File: src/rtl/demux_1to2_stream_pkg.sv
// Shared constants for the 1-to-2 stream demux.
//   DATA_W  : default payload width
//   CNT_W   : default transfer-counter width
//   SEL_RF  : in_sel value routing to destination 0 (register-file port)
//   SEL_MEM : in_sel value routing to destination 1 (memory/IO port)
package demux_1to2_stream_pkg;

    localparam int unsigned DATA_W  = 16;
    localparam int unsigned CNT_W   = 8;
    localparam logic        SEL_RF  = 1'b0;
    localparam logic        SEL_MEM = 1'b1;

endpackage : demux_1to2_stream_pkg

File: src/rtl/demux_1to2_stream_out_slot.sv
// One-entry output register for a single demux destination (the out_slot block).
//   clk, reset : clock and synchronous active-high reset
//   load       : write load_data into the slot at the next edge
//   load_data  : payload to capture
//   ready      : destination consumes the held word this cycle
//   valid      : slot holds an unconsumed word (registered)
//   data       : held payload (registered)
//   free       : slot can take a word this cycle (combinational)
//   cnt        : wrap-around count of completed valid&&ready transfers (registered)
module demux_1to2_stream_out_slot
    import demux_1to2_stream_pkg::*;
#(
    parameter int unsigned WIDTH = DATA_W,
    parameter int unsigned CNT_W = demux_1to2_stream_pkg::CNT_W
) (
    input  logic             clk,
    input  logic             reset,
    input  logic             load,
    input  logic [WIDTH-1:0] load_data,
    input  logic             ready,
    output logic             valid,
    output logic [WIDTH-1:0] data,
    output logic             free,
    output logic [CNT_W-1:0] cnt
);

    logic drain;

    assign drain = valid && ready;

    // A draining slot is free in the same cycle, enabling one word per cycle.
    assign free = !valid || ready;

    // Load wins over drain so a simultaneous drain+load leaves the slot full.
    always_ff @(posedge clk) begin
        if (reset) begin
            valid <= 1'b0;
            data  <= '0;
            cnt   <= '0;
        end else begin
            if (drain) begin
                cnt <= cnt + CNT_W'(1);
            end
            if (load) begin
                valid <= 1'b1;
                data  <= load_data;
            end else if (drain) begin
                valid <= 1'b0;
            end
        end
    end

endmodule : demux_1to2_stream_out_slot

File: src/rtl/demux_1to2_stream.sv
// Steers one valid/ready stream to one of two registered destinations.
//   clk, reset            : clock and synchronous active-high reset
//   in_valid/in_ready     : upstream handshake (in_ready combinational, 0 in reset)
//   in_sel                : 0 -> out0, 1 -> out1
//   in_data               : payload
//   outN_valid/outN_ready : per-destination handshake
//   outN_data             : registered payload per destination
//   cnt0, cnt1            : wrap-around completed-transfer counters
module demux_1to2_stream
    import demux_1to2_stream_pkg::*;
#(
    parameter int unsigned WIDTH = DATA_W,
    parameter int unsigned CNT_W = demux_1to2_stream_pkg::CNT_W
) (
    input  logic             clk,
    input  logic             reset,
    input  logic             in_valid,
    output logic             in_ready,
    input  logic             in_sel,
    input  logic [WIDTH-1:0] in_data,
    output logic             out0_valid,
    input  logic             out0_ready,
    output logic [WIDTH-1:0] out0_data,
    output logic             out1_valid,
    input  logic             out1_ready,
    output logic [WIDTH-1:0] out1_data,
    output logic [CNT_W-1:0] cnt0,
    output logic [CNT_W-1:0] cnt1
);

    logic free0;
    logic free1;
    logic acc;
    logic load0;
    logic load1;

    // Readiness follows only the selected slot, so a stalled destination
    // never blocks traffic to the other one.
    assign in_ready = !reset && ((in_sel == SEL_MEM) ? free1 : free0);
    assign acc      = in_valid && in_ready;
    assign load0    = acc && (in_sel == SEL_RF);
    assign load1    = acc && (in_sel == SEL_MEM);

    demux_1to2_stream_out_slot #(
        .WIDTH (WIDTH),
        .CNT_W (CNT_W)
    ) u_slot0 (
        .clk       (clk),
        .reset     (reset),
        .load      (load0),
        .load_data (in_data),
        .ready     (out0_ready),
        .valid     (out0_valid),
        .data      (out0_data),
        .free      (free0),
        .cnt       (cnt0)
    );

    demux_1to2_stream_out_slot #(
        .WIDTH (WIDTH),
        .CNT_W (CNT_W)
    ) u_slot1 (
        .clk       (clk),
        .reset     (reset),
        .load      (load1),
        .load_data (in_data),
        .ready     (out1_ready),
        .valid     (out1_valid),
        .data      (out1_data),
        .free      (free1),
        .cnt       (cnt1)
    );

endmodule : demux_1to2_stream

File: config.mk
export PLATFORM = sky130hd
export DESIGN_NAME = demux_1to2_stream
export DESIGN_NICKNAME = d
export VERILOG_FILES = /design/src/rtl/demux_1to2_stream_pkg.sv /design/src/rtl/demux_1to2_stream_out_slot.sv /design/src/rtl/demux_1to2_stream.sv
export SDC_FILE = /design/constraint.sdc
export NUM_CORES = 1
export LEC_CHECK = 0
export CAP_MARGIN = 20
export CORE_MARGIN = 2
export CORE_UTILIZATION = 35
export DETAILED_ROUTE_END_ITERATION = 8
export GPL_TIMING_DRIVEN = 0
export HOLD_SLACK_MARGIN = 0.12
export PLACE_DENSITY = 0.65
export SLEW_MARGIN = 20
export SYNTH_ARGS = -nofsm -noshare
export SYNTH_HDL_FRONTEND = slang
export SYNTH_SLANG_ARGS = --single-unit
File: constraint.sdc
create_clock -name clk -period 1.75 [get_ports clk]
set_clock_uncertainty 0.1 [all_clocks]
set_input_delay 0.35 -clock clk [delete_from_list [all_inputs] [get_ports clk]]
set_output_delay 0.35 -clock clk [all_outputs]
set_load 0.03 [all_outputs]
Word level (Yosys, flattened, before mapping)
Index checks and enable logic that the tools add are counted.
Cells by class
  add/subtract/negate cells: 2
  muxes and demuxes: 5
  bitwise logic cells: 1
  reduce and logical (&&, ||, !) cells: 13
Operators with widths (count)
  8-bit by 1-bit adder with 8-bit output, second input constant: 2
  1-bit logical AND: 6
  1-bit 2-to-1 mux: 5
  2-bit nonzero test: 2
  1-bit zero test: 3
  1-bit logical OR: 2
  1-bit NOT: 1
Word-level totals
  bits in registers: 50

Depth between registers and ports, before layout
  depth in word-level cells: 7
  mapped depth: 6
  gate-level depth less buffers: 4

Cells and area by module
Synthesis repeated with hierarchy kept, for this count alone.
Second synthesis, totals
  cells, all modules: 200
  area total of the unflattened synthesis: 1939.4 µm²
By module, submodules not included
  demux_1to2_stream_out_slot: times used 2, cells an instance 97, area an instance 945.9 µm²
  demux_1to2_stream: times used 1, cells an instance 6, area an instance 47.5 µm²

Worst setup path after synthesis
OpenSTA, ideal clock, no wires.
  kind: register to output
  start point: register u_slot1.valid
  end point: output port in_ready
  data arrival time: 1.634 ns
  slack: -0.334 ns
  cell stages (with the launch flop): 4
  path buffers: 1
  path through: dfxtp_1 -> nor2b_1 -> buf_2 -> a211oi_1
Between the ends
  longest elaborated chain between the ends: 4
Ends and longest elaborated chain
  start, declared: line demux_1to2_stream_out_slot.sv:21  | output logic valid,
  start signal, assigned: line demux_1to2_stream_out_slot.sv:37  | valid <= 1'b0;
  start signal, assigned: line demux_1to2_stream_out_slot.sv:45  | valid <= 1'b1;
  start signal, assigned: line demux_1to2_stream_out_slot.sv:48  | valid <= 1'b0;
  1-bit zero test: line demux_1to2_stream_out_slot.sv:32  | assign free = !valid || ready;
  1-bit logical OR: line demux_1to2_stream_out_slot.sv:32
  1-bit 2-to-1 mux: line demux_1to2_stream.sv:39  | assign in_ready = !reset && ((in_sel == SEL_MEM) ? free1 : free0);
  1-bit logical AND: line demux_1to2_stream.sv:39
  end, declared: line demux_1to2_stream.sv:18  | output logic in_ready,
Every way passes these cells.

Worst setup path in the final report
  start point: input port in_valid
  end point: register u_slot0.data[6]
Between the ends
  longest elaborated chain between the ends: 2
Ends and longest elaborated chain
  start, declared: line demux_1to2_stream.sv:17  | input logic in_valid,
  1-bit logical AND: line demux_1to2_stream.sv:40  | assign acc = in_valid && in_ready;
  1-bit logical AND: line demux_1to2_stream.sv:41  | assign load0 = acc && (in_sel == SEL_RF);
  end signal, assigned: line demux_1to2_stream_out_slot.sv:46  | data <= load_data;
  end, declared: line demux_1to2_stream_out_slot.sv:22  | output logic [WIDTH-1:0] data,
Every way passes these cells.
A chain may end at the register's enable or synchronous reset.

==> results.md <==
- Status: complete, no violations
- YS warnings: 0
- WL/cell: between 10 and 15 um
- Max cap viols: 0
- Clk sinks: 50
- H-Tree Depth: 2
- Slew Limit Fails: 0
- CP endpoint kind: flip-flop
- Post-synthesis mux area share: 0.00552
- Post-Syn Area per Cell: about 8.5 um^2
- Worst R2R Setup Slack: around 0.31 ns
- Total grt overflow: 0
- Required time of the critical path: about 1.8 ns
- Synth-to-layout area growth: 47.0%
- Pin count of the biggest net entering global routing: 15
- Reg-to-reg startpoint: u_slot0.valid
- Pwr Total: 0.00215 W
- Leak: roughly 1.3 nW
- Crit Path Class: in2reg
- Area of the multi-input gates: 957 um^2
- CTS Buf Count: 5
- DPL Wire Length: 4030 um
- Critical path launch point type: input pin
- RSZ-0062 raised after global routing: false
- Number of flops mapped to enable cells by yosys: 0
- Post-synth top flop: dfxtp_1
- GRT Util Overall: 0.177
- Vias in the first global route: 1871
- Share of cells above drive strength 1: 0.116
- Dpl cell area: between 2000 and 3000 um^2
- Xor and xnor area share after synthesis: 0.0172
- Layout Nets: about 350
- CP arrival: ~1.8 ns
- Worst-case vdd ir drop: between 0.3 and 0.4 mV
- CTS Root Buffer Type: clkbuf_8
- Mapped Nets: ~260
- Clock-pin slew on the worst setup and hold paths: 0.09 ns
- CP Buf/Inv Count: 3
- Antenna fix cells: 0
- CP peak stage delay: ~0.52 ns
- Initial core utilization: 0.366
- R2R depth: 4
- Slowest cell on crit path: clkdlybuf4s50_1
- Final WL: approximately 5600 um
- CP max FO: 10
- FFs w/ async S/R, synth: 0
- Hold Path End: u_slot0.cnt[1]
- First-pass GRT wire length: 8890 um
- # fillers: approximately 570
- Adder-Cell Fraction of Synth Area: 0.0123
- Final setup margin: approximately 0.029 ns
- Seq cells post-synth: 50
- IO Port Bufs: just over 70
- Worst Min Path Start: out0_ready
- Routed Antenna Nets: 0
- Largest family of logic cells by synthesized area: compound AO/OA/AOI/OAI gates
- Hold Path Cell Cnt: 3
- Peak Freq: between 0.5 and 0.6 GHz
- Die height: between 80 and 90 um
- Post-Layout Cell Count: 400
- Min cycle time layout: 1.72 ns
- Fin crit share: 0.983
- Crit-path cells: clkdlybuf4s50_1, or3b_1, buf_2, buf_6, o21ai_1, a21oi_1
- CTS tree: done
- Synth Cell Area: just over 2000 um^2
- Placed insts: around 380
- Capturing point of the worst reg2reg path: u_slot0.cnt[7]
- Final Cell Area: 3000 um^2
- Number of setup violations in the final report: 0
- Antenna violations before repair: 0
- Hold Vio Cnt, Final: 0
- Register Area: slightly above 1000 um^2
- Synth Area in Simple Gates: 0.206
- Setup TNS: 0 ns
- Compound-cell area share of the yosys netlist: 0.218
- Core area: 5570 um^2
- Max transition margin: 0.583
- # IOs: 73
- Pre-CTS setup slack: -0.995 ns
- Post-Syn Instances: 240
- Via Count: between 2000 and 2500
- Routability Congestion: around 0.8
- DRC: 0
- Clock buffer depth: 2
- Post-synthesis sequential area ratio: 0.491
- Unique cell type count in the Yosys netlist: 30
- Die ar.: 6450 um^2
- Hold Path Class: in2reg
- Vias/cell: around 5
- CP delay by family, top: buffers and inverters
- Worst slew pin tran: between 0.6 and 0.7 ns
- Chip width: ~80 um
- Core Rows: 27
- Initial drt markers: between 50 and 60
- Clock Latency Late Sink: about 0.3 ns
- P per Cell Area: approximately 720 nW/um^2
- DR pass1 iterations: 4
## metrics by stage
step / utilization / hold slack (ns)
after floorplan: - / 0.398
after global placement: 0.514 / 0.366
after detailed placement: 0.514 / 0.369
after CTS: 0.527 / 0.379
after global routing: 0.538 / 0.285
final: 0.538 / 0.272
## cells by family (layout without fill, tap and decap cells)
group                    Yosys count  count (layout)
AO/OA/AOI/OAI                     87              87
AND/OR/NAND/NOR                   75              75
flip-flops                        50              50
buffers and inverters             21             109
XOR/XNOR                           4               4
adder cells (fa/ha/maj)            2               2
multiplexers                       1               1
## worst min-delay path, cell delays in order
cell and delay, ns:
buf_2 0.14, nand3_1 0.08, a21oi_1 0.05
## layout make-up
class	instances	area share
Clock buffer	7	0.0288
Clock inverter	1	0.00167
Sequential cell	50	0.336
Timing Repair Buffer	81	0.241
Inverter	3	0.00376
Tap cell	72	0.0301
Multi-Input combinational cell	169	0.319
Buffer	17	0.0392
## power breakdown
part | internal, W | switching, W
Combinational | 0.000119 | 0.000166
Clock | 0.000320 | 0.000369
Sequential | 0.00116 | 0.0000149
Total | 0.00160 | 0.000550
## what timing repair did
item	in CTS	in global routing
setup endpoints to repair	68	9
hold buffers	0	0
gates resized for setup	75	6
setup buffers	0	9
pin swaps	0	1
## flip-flops by register name (all words and copies together) (netlist names)
signal,count
u_slot0.cnt,8
u_slot0.data,16
u_slot0.valid,1
u_slot1.cnt,8
u_slot1.data,16
u_slot1.valid,1
## cells in the final DEF (no fill, tap or decap), types with 2 or more instances in the layout
master / netlist / layout
a21oi_1: 45 / 45
buf_2: 9 / 8
buf_4: 1 / 9
buf_6: 1 / 4
clkbuf_1: 7 / 6
clkbuf_8: 0 / 6
clkdlybuf4s50_1: 0 / 17
dfxtp_1: 50 / 48
dfxtp_4: 0 / 2
dlygate4sd2_1: 0 / 52
ha_1: 2 / 2
inv_1: 3 / 3
nand2_1: 7 / 7
nand2b_1: 2 / 2
nand3_1: 38 / 38
nand4_1: 3 / 3
nor2_1: 7 / 7
o21ai_0: 21 / 21
o21ai_1: 17 / 17
o31ai_1: 3 / 3
or3_1: 6 / 6
or4_1: 3 / 3
xor2_1: 3 / 3
## cells in the mapped netlist (all sizes together) (4+ instances only)
cell type | n | area [um^2]
dfxtp | 50 | 1000
nand4 | 4 | 31.3
nor2 | 7 | 26.3
o21ai | 38 | 190
buf | 11 | 63.8
or3 | 6 | 37.5
clkbuf | 7 | 26.3
a21oi | 45 | 225
nand2 | 7 | 26.3
nand3 | 39 | 200
## how the worst max path moves through the flow
stage,from,endpoint,cells after the start
floorplan,u_slot1.valid,in_ready,3
global placement,out1_ready,in_ready,5
detailed placement,out0_ready,in_ready,6
CTS,reset,in_ready,5
global route,in_valid,u_slot0.data[8],6
finish,in_valid,u_slot0.data[6],6
## routing by layer
layer | vias up | GRT usage | routed length [um]
li1 | 1039 | - | -
met3 | 7 | 0.0371 | 253
met1 | 957 | 0.245 | 2700
met4 | 0 | 0.0508 | 69
met5 | - | 0 | 0
met2 | 57 | 0.277 | 2560
Note: power is estimated with default switching activity, not from simulation.
==> edit 1 (same settings) <==
Reset style: asynchronous (`reset`), changed in one clocked block. Comments in the files are not updated.
--- a/src/rtl/demux_1to2_stream_out_slot.sv
+++ b/src/rtl/demux_1to2_stream_out_slot.sv
@@ -33,5 +33,5 @@
 
     // Load wins over drain so a simultaneous drain+load leaves the slot full.
-    always_ff @(posedge clk) begin
+    always_ff @(posedge clk or posedge reset) begin
         if (reset) begin
             valid <= 1'b0;
Check against the original RTL: differs if reset is asserted again (counterexample within 4 cycles, from zero or initial values and one cycle with reset high); with reset held inactive, the same outputs for 10 cycles.
==> edit 1 against the unedited design <==
- via count decreased by 35%
- first-iteration DRC count decreased by 43%
- cell area decreased by 2.2%
- sequential cell count unchanged
- worst hold slack got worse by 110 ps
- synthesized area increased by 0.80%
- setup slack improved by 24 ps
- routed wire length decreased by 23%
Power is not compared: it rests on default switching activity, and its combinational part moved more than twofold at a synthesized area within 25%.
==> edit 1: results <==
metrics = {
    "setup_path": {
        "critPathMaxStageDelay_ps": 460,
        "r2r_cells": 5,
        "r2r_start": "u_slot0.valid",
        "r2r_slack_ps": 180,
    },
    "sta": {
        "slew-limit-headroom": 0.725,
    },
    "finish": {
        "drive_above_1_share": 0.252,
        "nets": 242,
        "num-fill-cells": 494,
    },
    "global_route": {
        "grt_pass1_wl_mm": 7.07,
        "grt_pass1_vias": 1422,
        "use_met3": 0.0551,
        "track_usage": 0.143,
        "grt_max_degree": 34,
        "met2_usage": 0.237,
    },
    "synth": {
        "synth_area_leaders": "dfrtp_1 61%, mux2_2 13%, mux2_4 7.3%",
        "syn-num-nets": 159,
        "seq_area_frac_synth": 0.609,
        "synthDistinctLibCells": 25,
        "ys_async_sr_fraction": 1.00,
        "synthTopCellsByCount": "50 x dfrtp_1, 24 x mux2_2, 10 x mux2_4, 10 x nand2_1, 10 x xnor2_1",
    },
    "routing": {
        "viasPerCell": 4.61,
        "drt_iter0_markers": 30,
    },
    "outcome": {
        "status": "finished, final reports clean",
    },
    "place": {
        "gp_congestion": 0.755,
        "hpwl_mm": 3.23,
    },
}
-- edit 1: cell count changes after synthesis, moves of 6 or more --
cell and delta:
nand3_1 -37, o21ai_0 -21, mux2_4 +10, or3_1 -6
mux2_2 +23, a21oi_1 -45, clkbuf_1 -7, dfrtp_1 +50
o21ai_1 -17, dfxtp_1 -50, xnor2_1 +9, buf_2 -8
-- edit 1: layout make-up --
cell class,count,area share
sequential,50,0.427
timing repair buffer,76,0.238
multi-input combinational,80,0.261
buffer,4,0.0162
clock buffer,7,0.0260
inverter,1,0.00128
tap,72,0.0307
-- edit 1: report_power, final --
group / switching (mW) / total, mW / internal, mW
Sequential: 0.201 / 1.61 / 1.41
Combinational: 0.799 / 1.35 / 0.547
Clock: 0.343 / 0.619 / 0.276
Total: 1.34 / 3.58 / 2.24
-- edit 1: cell families after synthesis --
group,share of synthesized area
DFF,0.609
muxes,0.209
and+or+nand+nor,0.0852
xor gates and xnor gates,0.0596
buffers and inverters,0.0249
adders and majority gates,0.0122
-- edit 1: repair_timing --
action / 4_1_cts / 5_1_grt
gates resized for setup: 60 / 2
setup buffers: 1 / 2
hold buffers: 0 / 0
pin swaps: 0 / 1
endpoints found under the setup margin: 52 / 4
-- edit 1: layer usage --
layer,wire length [µm],vias up,share of wire
met1,1800,653,0.42
met4,55,0,0.013
met3,324,7,0.076
li1,-,629,-
met2,2110,48,0.49
met5,0,-,0
-- edit 1: how the worst max path moves through the flow --
stage	to	slack, ps	cells after the start
global placement	u_slot0.data[13]	-850	2
finish	u_slot1.data[11]	50	6
detailed placement	in_ready	-580	5
global route	in_ready	10	4
CTS	in_ready	10	5
floorplan	u_slot0.cnt[0]	100	1
-- edit 1: per-stage QoR --
stage	total power, mW	hold slack [ps]	std cells	worst slack, ps	instance area, µm²
6_report	3.58	159	290	53.9	2930
5_1_grt	3.81	187	290	10.6	2930
4_1_cts	3.63	135	288	11.9	2910
3_5_place_dp	3.19	362	280	-584	2890
3_3_place_gp	3.14	358	279	-854	2870
2_1_floorplan	2.49	363	135	98.8	2060
==> edit 2 (config.mk and constraints unchanged) <==
Without the edit above. Change the package constant `DATA_W` from 16 to 32.
--- a/src/rtl/demux_1to2_stream_pkg.sv
+++ b/src/rtl/demux_1to2_stream_pkg.sv
@@ -6,5 +6,5 @@
 package demux_1to2_stream_pkg;
 
-    localparam int unsigned DATA_W  = 16;
+    localparam int unsigned DATA_W  = 32;
     localparam int unsigned CNT_W   = 8;
     localparam logic        SEL_RF  = 1'b0;
Interface: changed (resized in_data, out0_data and out1_data); port bits go from 73 to 121. The function was not compared with the original's and may differ.
==> edit 2 against the unedited design <==
- the run now ends with setup timing left
- sequential cell count rose by 32
- largest cell class unchanged
- largest power group unchanged
- synthesized area increased by 58%
- synthesized cell count grew 62%
- highest routed layer unchanged
- total power rose by 88%
- setup slack got worse by 170 ps
- cell area grew 60%
- routed wire length grew 86%
==> edit 2: results <==
metrics = {
    "min_path": {
        "hold_path_class": "reg2reg",
    },
    "place": {
        "dp_worst_setup_slack_ps": -1230,
        "port_buffers": 120,
        "hpwl_mm": 7.46,
        "place_area_um2": 4580,
        "gp_congestion": 0.760,
    },
    "setup_path": {
        "crit_family": "buffers and inverters",
        "r2r_slack_ps": 160,
        "crit_fanout": 7,
        "slowest_stage": "clkdlybuf4s15_1",
        "arrival_ps": 1440,
        "critPathMaxStageDelay_ps": 320,
    },
    "global_route": {
        "grt_max_degree": 15,
        "grt_pass1_vias": 3223,
        "track_usage": 0.212,
        "antenna_found_initial": 0,
        "grt_pass1_wl_mm": 16.8,
    },
    "routing": {
        "drt_iter0_markers": 115,
        "wl_mm": 10.4,
        "drt-pass1-iter-count": 4,
        "drc": 0,
        "vias": 3342,
    },
    "synth": {
        "synthDistinctLibCells": 27,
        "ys_async_sr_fraction": 0,
        "syn-num-nets": 428,
        "synth_area_leaders": "dfxtp_1 51%, a21oi_1 12%, nand3_1 11%",
        "synthTopCellsByCount": "82 x dfxtp_1, 76 x a21oi_1, 70 x nand3_1, 65 x o21ai_0, 26 x clkbuf_1",
        "seq_area_frac_synth": 0.509,
        "ys_warn_count": 0,
        "synth_edf_count": 0,
        "ys.flop_type": "dfxtp_1",
    },
    "clocking": {
        "clkLatencyLatePin_ps": 350,
        "cts_root_buf": "clkbuf_8",
        "path_clk_slew_ps": 90,
        "cts_max_level": 3,
        "cts_made_buffers": 9,
        "clockBufferDepth": 2,
    },
    "finish": {
        "nets": 563,
        "drive_above_1_share": 0.0966,
        "num-fill-cells": 909,
        "diodes": 0,
        "top_regs": "u_slot0.data (32), u_slot1.data (32)",
    },
    "sta": {
        "finalSetupViolCount": 1,
        "slew-limit-headroom": 0.606,
        "finalCritPeriodShare": 1.08,
        "timing.final.ws_setup_ps": -140,
    },
    "outcome": {
        "status": "finished with violations",
        "violations": "setup timing",
    },
    "power": {
        "ir_drop_mv": 0.447,
        "leakagePower_nw": 2.00,
        "p_int_mw": 2.99,
    },
}
edit 2: final timing paths:
path,from,to,depth (start not counted)
max,out1_ready,in_ready,5
min,u_slot1.data[22],u_slot1.data[22],2
max reg2reg,u_slot0.valid,u_slot0.data[25],4
min reg2reg,u_slot1.data[22],u_slot1.data[22],2
edit 2: power by group through the flow:
stage	logic [mW]	registers, mW	clock network, mW
4_1_cts	0.477	1.94	1.64
6_report	0.483	1.94	1.61
5_1_grt	0.517	1.95	1.72
2_1_floorplan	0.142	2.09	0
3_3_place_gp	0.503	1.99	0
3_5_place_dp	0.508	1.99	0
edit 2: what timing repair did:
action,in CTS,in global routing
pin swaps,0,0
buffers inserted,1,4
cloned,0,0
setup endpoints to repair,163,33
gates resized for setup,109,10
edit 2: kinds of logic after synthesis:
logic type,after synthesis,synth area share
flops,82,0.509
simple gates,111,0.183
buf+inv,38,0.0477
compound gates,149,0.235
fa+ha+maj,2,0.00775
xor+xnor,4,0.0109
mux,2,0.00698
edit 2: worst min-delay path, cell delays in order, from the launching register on:
cell	delay [ps]
dfxtp_1	310
o21ai_0	60
a21oi_1	60
edit 2: area by class of cell:
class / count / area (µm²) / share of cell area
buffer: 35 / 165 / 0.0345
clock buffer: 11 / 151 / 0.0316
clock inverter: 5 / 86.3 / 0.0180
inverter: 2 / 7.51 / 0.00157
multi-input combinational: 268 / 1460 / 0.304
sequential: 82 / 1650 / 0.344
tap: 111 / 139 / 0.0290
timing repair buffer: 125 / 1140 / 0.238
edit 2: routing by layer:
metal	global-route usage	routed length [µm]
met2	0.354	5040
met4	0.0780	178
met3	0.0341	456
met5	0	0
met1	0.279	4740
edit 2: stage by stage:
step	TNS (ps)	std cells	hold slack, ps	util
after floorplan	0	388	398	-
after global placement	-44880	619	361	0.503
after detailed placement	-47340	619	365	0.503
after CTS	-204	635	376	0.522
after global routing	-159	639	400	0.526
final	-140	639	375	0.526
